$ cat config.mk
export PLATFORM = sky130hd
export DESIGN_NAME = ula_multiciclo
export DESIGN_NICKNAME = d
export VERILOG_FILES = /design/src/rtl/ula_multiciclo.sv
export SDC_FILE = /design/constraint.sdc
export NUM_CORES = 1
export LEC_CHECK = 0
export BUFFER_PORTS_ARGS = -buffer_cell sky130_fd_sc_hd__buf_2
export CAP_MARGIN = 5
export CORE_MARGIN = 3
export CORE_UTILIZATION = 45
export DETAILED_ROUTE_END_ITERATION = 10
export GPL_TIMING_DRIVEN = 0
export MAX_ROUTING_LAYER = met4
export PLACE_DENSITY = 0.71
export SLEW_MARGIN = 5
export SYNTH_ARGS = -nofsm -noshare
export SYNTH_HDL_FRONTEND = slang
export SYNTH_SLANG_ARGS = --single-unit
$ cat constraint.sdc
create_clock -name clock -period 3.9 [get_ports clock]
set_input_delay 0.195 -clock clock [delete_from_list [all_inputs] [get_ports clock]]
set_output_delay 0.195 -clock clock [all_outputs]
set_load 0.05 [all_outputs]
$ cat src/rtl/ula_multiciclo.sv
// Registered ALU with a start/busy/done handshake: ADD/NEG/SUB/SLT/AND/OR in one
// cycle, signed MUL (shift-add) and DIV (restoring) iterating one bit per clock.
module ula_multiciclo #(
  parameter  int WIDTH = 8,
  localparam int CNT_W = $clog2(WIDTH) + 1
) (
  input  logic             clock,
  input  logic             reset_n,
  input  logic             inicio,
  input  logic [2:0]       ALUOp,
  input  logic [WIDTH-1:0] Entrada1,
  input  logic [WIDTH-1:0] Entrada2,
  output logic             ocupado,
  output logic             pronto,
  output logic [WIDTH-1:0] Resultado,
  output logic             Zero,
  output logic             Negativo,
  output logic             Overflow,
  output logic             DivZero
);

  localparam logic [0:0] OCIOSO  = 1'b0;
  localparam logic [0:0] CALCULA = 1'b1;

  localparam logic [2:0] OP_ADD = 3'b000;
  localparam logic [2:0] OP_NEG = 3'b001;
  localparam logic [2:0] OP_SUB = 3'b010;
  localparam logic [2:0] OP_SLT = 3'b011;
  localparam logic [2:0] OP_AND = 3'b100;
  localparam logic [2:0] OP_OR  = 3'b101;
  localparam logic [2:0] OP_MUL = 3'b110;
  localparam logic [2:0] OP_DIV = 3'b111;

  localparam logic [WIDTH-1:0] MIN_NEG = {1'b1, {(WIDTH-1){1'b0}}};

  logic [0:0]         state;
  logic [CNT_W-1:0]   cnt;
  logic               is_mul;
  logic               neg_res;
  logic [2*WIDTH-1:0] mcand;
  logic [2*WIDTH-1:0] prod;
  logic [WIDTH-1:0]   mplier;
  logic [WIDTH-1:0]   quo;
  logic [WIDTH-1:0]   rem;
  logic [WIDTH-1:0]   dvsr;

  // Single-cycle datapath
  logic [WIDTH-1:0] sum, diff, negated, abs_a, abs_b;
  logic             ovf_add, ovf_sub, slt, b_zero, start_iter;

  assign sum     = Entrada1 + Entrada2;
  assign diff    = Entrada1 - Entrada2;
  assign negated = WIDTH'(0) - Entrada1;
  assign abs_a   = Entrada1[WIDTH-1] ? negated : Entrada1;
  assign abs_b   = Entrada2[WIDTH-1] ? (WIDTH'(0) - Entrada2) : Entrada2;
  assign ovf_add = (Entrada1[WIDTH-1] == Entrada2[WIDTH-1]) &&
                   (sum[WIDTH-1] != Entrada1[WIDTH-1]);
  assign ovf_sub = (Entrada1[WIDTH-1] != Entrada2[WIDTH-1]) &&
                   (diff[WIDTH-1] != Entrada1[WIDTH-1]);
  // Signed less-than stays correct even when A-B overflows.
  assign slt        = diff[WIDTH-1] ^ ovf_sub;
  assign b_zero     = (Entrada2 == '0);
  assign start_iter = (ALUOp == OP_MUL) || ((ALUOp == OP_DIV) && !b_zero);

  logic [WIDTH-1:0] sc_res;
  logic             sc_ovf, sc_dz;

  // NOTE: every always_comb output gets a default first so no path leaves it
  // unassigned, which would otherwise infer a latch.
  always_comb begin
    sc_res = '0;
    sc_ovf = 1'b0;
    sc_dz  = 1'b0;
    case (ALUOp)
      OP_ADD: begin sc_res = sum;     sc_ovf = ovf_add; end
      OP_NEG: begin sc_res = negated; sc_ovf = (Entrada1 == MIN_NEG); end
      OP_SUB: begin sc_res = diff;    sc_ovf = ovf_sub; end
      OP_SLT: sc_res = {WIDTH{slt}};
      OP_AND: sc_res = Entrada1 & Entrada2;
      OP_OR:  sc_res = Entrada1 | Entrada2;
      OP_DIV: begin sc_res = '1; sc_dz = 1'b1; end  // only reached with B == 0
      default: ;
    endcase
  end

  // One iteration step on magnitudes, plus the sign fix-up used on the last step
  logic [2*WIDTH-1:0] prod_nx, mul_full;
  logic [WIDTH:0]     rem_sh, trial;
  logic [WIDTH-1:0]   rem_nx, quo_nx, div_res;
  logic [WIDTH:0]     mul_hi;
  logic               take, mul_ovf, div_ovf;

  assign prod_nx  = mplier[0] ? (prod + mcand) : prod;
  assign rem_sh   = {rem, quo[WIDTH-1]};
  assign trial    = rem_sh - {1'b0, dvsr};
  assign take     = !trial[WIDTH];
  assign rem_nx   = take ? trial[WIDTH-1:0] : rem_sh[WIDTH-1:0];
  assign quo_nx   = {quo[WIDTH-2:0], take};

  assign mul_full = neg_res ? ((2*WIDTH)'(0) - prod_nx) : prod_nx;
  assign mul_hi   = mul_full[2*WIDTH-1:WIDTH-1];
  assign mul_ovf  = !((&mul_hi) || !(|mul_hi));
  assign div_res  = neg_res ? (WIDTH'(0) - quo_nx) : quo_nx;
  // Only MIN_NEG / -1 yields a positive quotient with the top bit set.
  assign div_ovf  = !neg_res && quo_nx[WIDTH-1];

  logic             wr_en, wr_ovf, wr_dz;
  logic [WIDTH-1:0] wr_res;

  always_comb begin
    wr_en  = 1'b0;
    wr_res = sc_res;
    wr_ovf = sc_ovf;
    wr_dz  = sc_dz;
    if (state == OCIOSO) begin
      wr_en = inicio && !start_iter;
    end else if (cnt == CNT_W'(1)) begin
      wr_en  = 1'b1;
      wr_res = is_mul ? mul_full[WIDTH-1:0] : div_res;
      wr_ovf = is_mul ? mul_ovf : div_ovf;
      wr_dz  = 1'b0;
    end
  end

  assign ocupado = (state == CALCULA);

  // NOTE: sequential state uses non-blocking assignments only, so every register
  // samples pre-edge values regardless of statement order.
  always_ff @(posedge clock or negedge reset_n) begin
    if (!reset_n) begin
      state     <= OCIOSO;
      cnt       <= '0;
      is_mul    <= 1'b0;
      neg_res   <= 1'b0;
      mcand     <= '0;
      prod      <= '0;
      mplier    <= '0;
      quo       <= '0;
      rem       <= '0;
      dvsr      <= '0;
      pronto    <= 1'b0;
      Resultado <= '0;
      Zero      <= 1'b0;
      Negativo  <= 1'b0;
      Overflow  <= 1'b0;
      DivZero   <= 1'b0;
    end else begin
      pronto <= wr_en;
      if (wr_en) begin
        Resultado <= wr_res;
        Zero      <= (wr_res == '0);
        Negativo  <= wr_res[WIDTH-1];
        Overflow  <= wr_ovf;
        DivZero   <= wr_dz;
      end
      case (state)
        OCIOSO: begin
          if (inicio && start_iter) begin
            state   <= CALCULA;
            cnt     <= CNT_W'(WIDTH);
            is_mul  <= (ALUOp == OP_MUL);
            neg_res <= Entrada1[WIDTH-1] ^ Entrada2[WIDTH-1];
            mcand   <= {{WIDTH{1'b0}}, abs_a};
            mplier  <= abs_b;
            prod    <= '0;
            quo     <= abs_a;
            rem     <= '0;
            dvsr    <= abs_b;
          end
        end
        default: begin
          mcand  <= mcand << 1;
          mplier <= mplier >> 1;
          prod   <= prod_nx;
          rem    <= rem_nx;
          quo    <= quo_nx;
          cnt    <= cnt - CNT_W'(1);
          if (cnt == CNT_W'(1)) state <= OCIOSO;
        end
      endcase
    end
  end

endmodule
==> reports/results.ini <==
[route]
routedWlPerCell_um = 17.6
ant_nets = 0
drt_wl_total_um = 19700
vias_per_cell = 5.94
dr.pass1.iters = 6
drt_iter0_markers = 513
vias = 6660
drc = 0

[setup_path]
cp-end-kind = register
reg2reg_from = prod[0]$_DFFE_PN0P_
regToRegSetupSlack_ns = 0.07
rr_endpoint = Overflow$_DFFE_PN0P_
ff2ff_path_depth = 13
path_class = register to register
start_kind = register
cp.arrival_ns = 4.08
worstPathRequired_ns = 4.15
critPathMaxFanout = 3

[hold_path]
whs_endpoint = dvsr[7]$_DFFE_PN0P_
min_path_type = input port to register
hold_path.startpoint = Entrada2[5]
hold_depth = 2

[sta]
worst_slew_pin_slew_ns = 0.925
maxSlewHeadroom_pct = 38.2
fin_setup_tns_ns = 0
finalHoldViolations = 0
finalSetupViolCount = 0
slew_viol_final = 0
period_needed_ns = 3.83
period_share_pct = 98.3
skew_ns = 0.00837
max_freq_mhz = 261

[clock_network]
cts_buffers = 9
cts.sinks = 83
cts_tree = done
cts_buffer_depth = 2
insertion_delay_ns = 0.35
cts_max_level = 3
clockRootBuffer = clkbuf_16
clkTransAtPathRegs_ns = 0.07

[cells_and_area]
final_nets = 1012
antenna_cells = 0
layout-drive-gt1-share_pct = 13.1
area_delta_synth_final_pct = 15.1

[yosys]
yosys.area.top_type_share_pct = 30.0
synth_top_family_by_area = compound AO/OA/AOI/OAI gates
synth_seq_cells = 83
yosys-mux-area-fraction_pct = 3.11
synth.distinct_cells = 80
synth_area_um2 = 6920
synth_xor_area_share_pct = 5.32
async_flop_share_pct = 100
synth_flop_cell = dfrtp_1
yosys.cell_count.top_type = nand2_1
yosys.area.top_type = dfrtp_1
synth_area_leaders = dfrtp_1 30%, ha_1 9.6%, nand2_1 7.1%, o21ai_0 6.4%, xnor2_1 4.0%
synth_compound_area_share_pct = 24.6
yosysWarnings = 0
synthAdderAreaFrac_pct = 11.0
ys_seq_area_share_pct = 30.0
syn_inst = 865
synth.cells.most_frequent = 131 x nand2_1, 89 x o21ai_0, 83 x dfrtp_1, 74 x nor2_1, 53 x ha_1
synth_edf_count = 0
syn_nets = 945
avgSynthCellArea_um2 = 8.00
yosys.area_share.simple_pct = 20.6

[power_and_ir_drop]
swShare_pct = 49.3
seqPwrFrac_pct = 22.8
intPower_uw = 3470
ir_drop_v = 0.000355
power_frac_clock_pct = 12.3
powerDensity_nw_per_um2 = 859
p_comb_share_pct = 64.9
finalPower_uw = 6840
power.switching_uw = 3370
power_leakage_uw = 0.00349

[floorplan]
die_area_um2 = 16900
pin_count = 36
row_count = 44
fp.dieW_um = 130
start_util_pct = 46.7
dieHeight_um = 130
core_um2 = 14800

[global_route]
grt_max_degree = 52
grt_overflow = 0
antenna_found_initial = 0
grt_pass1_wl_um = 32100
grt_pass1_vias = 6317
grtUsageTotal_pct = 24.7

[placed_design]
gp_congestion = 0.973
io_buffers = 35
dp_hpwl_um = 14900

[job]
drv_cap = 0

[run_status]
status = finished, final reports clean

power by group through the flow:
stage	logic [uW]	registers [uW]	clock network, uW
after floorplan	2840	1670	0
after global placement	3870	1550	0
after detailed placement	3930	1560	0
after CTS	4230	1550	846
after global routing	4930	1600	893
final	4440	1560	841
stage by stage:
| step | util, % | worst slack (ns) | std cells | hold slack, ns | instance area, um2 |
|---|---|---|---|---|---|
| 2_1_floorplan | - | 0.0943 | 865 | -0.101 | 6920 |
| 3_3_place_gp | 49.5 | -0.665 | 1084 | 0.463 | 7330 |
| 3_5_place_dp | 49.7 | -0.757 | 1085 | 0.189 | 7360 |
| 4_1_cts | 52.9 | 0.0116 | 1115 | 0.0972 | 7840 |
| 5_1_grt | 53.8 | -0.0831 | 1121 | 0.129 | 7960 |
| 6_report | 53.8 | 0.0681 | 1121 | 0.112 | 7960 |
kinds of logic after synthesis:
group	Yosys count
simple gates	302
flops	83
buf+inv	95
mux	20
fa+ha+maj	58
xor+xnor	42
compound gates	265
registers in the layout (all words and copies together) (netlist names):
name	cells
DivZero	1
Overflow	1
Resultado	8
Zero	1
cnt	4
dvsr	8
is_mul	1
mcand	16
mplier	8
neg_res	1
ocupado	1
prod	16
pronto	1
quo	8
rem	8
critical path: stages (launching register included):
cell      delay (ns)
dfrtp_1         0.43
ha_4            0.19
fa_2            0.42
a211oi_2        0.23
o211ai_1        0.16
buf_4           0.18
a221oi_4        0.28
xnor2_2         0.12
a211oi_2        0.25
nand2_1         0.13
o41ai_2         0.45
xor2_1          0.13
or4_1           0.56
a31o_1          0.19
timing repair:
| action | CTS | global route |
|---|---|---|
| gates resized for setup | 17 | 21 |
| hold endpoints to repair | 32 | 0 |
| setup endpoints to repair | 6 | 2 |
| hold buffers | 1 | 0 |
| setup buffers | 15 | 6 |
| pin swaps | 7 | 20 |
worst max path at each step:
stage	cells past startpoint	to	slack (ns)	start
after floorplan	20	Zero$_DFFE_PN0P_	0.09	quo[7]$_DFFE_PN0P_
after global placement	20	Zero$_DFFE_PN0P_	-0.66	quo[7]$_DFFE_PN0P_
after detailed placement	20	Zero$_DFFE_PN0P_	-0.76	quo[7]$_DFFE_PN0P_
after global routing	13	Overflow$_DFFE_PN0P_	-0.08	prod[0]$_DFFE_PN0P_
final	13	Overflow$_DFFE_PN0P_	0.07	prod[0]$_DFFE_PN0P_
after CTS	13	Overflow$_DFFE_PN0P_	0.01	mcand[0]$_DFFE_PN0P_
layout make-up:
type / instances / area (um2)
fill: 1362 / 6850
multi-input combinational: 687 / 4620
sequential: 83 / 2080
timing repair buffer: 58 / 373
clock buffer: 10 / 239
tap: 184 / 230
buffer: 44 / 189
inverter: 49 / 184
clock inverter: 6 / 50.0
layer usage:
metal	GRT usage, %	vias to the layer above	share of wire (%)
met3	4.09	27	4.9
met5	-	-	0
met4	7.03	0	2.0
li1	-	3238	-
met2	39.4	193	48
met1	32.5	3202	46
placed cells by master, fill, tap and decap left out, drive strengths merged, types with 5 or more instances in the layout:
cell type	netlist	layout
or3	8	8
fa	5	5
dfrtp	83	83
clkinv	2	5
buf	8	65
nand2	132	132
nor2b	5	5
ha	53	53
o21ai	90	90
o211ai	7	7
nand4	6	6
nand2b	12	12
o21bai	5	5
inv	47	48
clkbuf	38	46
nor2	74	74
mux2i	17	17
and3	6	6
a211oi	7	7
a31oi	6	6
xnor2	32	32
o22ai	14	14
nor3	11	11
a21oi	51	51
o221ai	5	5
nand3	18	18
xor2	10	10
o31ai	23	23
a222oi	5	5
a31o	5	5
a21o	11	11
Power figures use the tool's default switching activity.
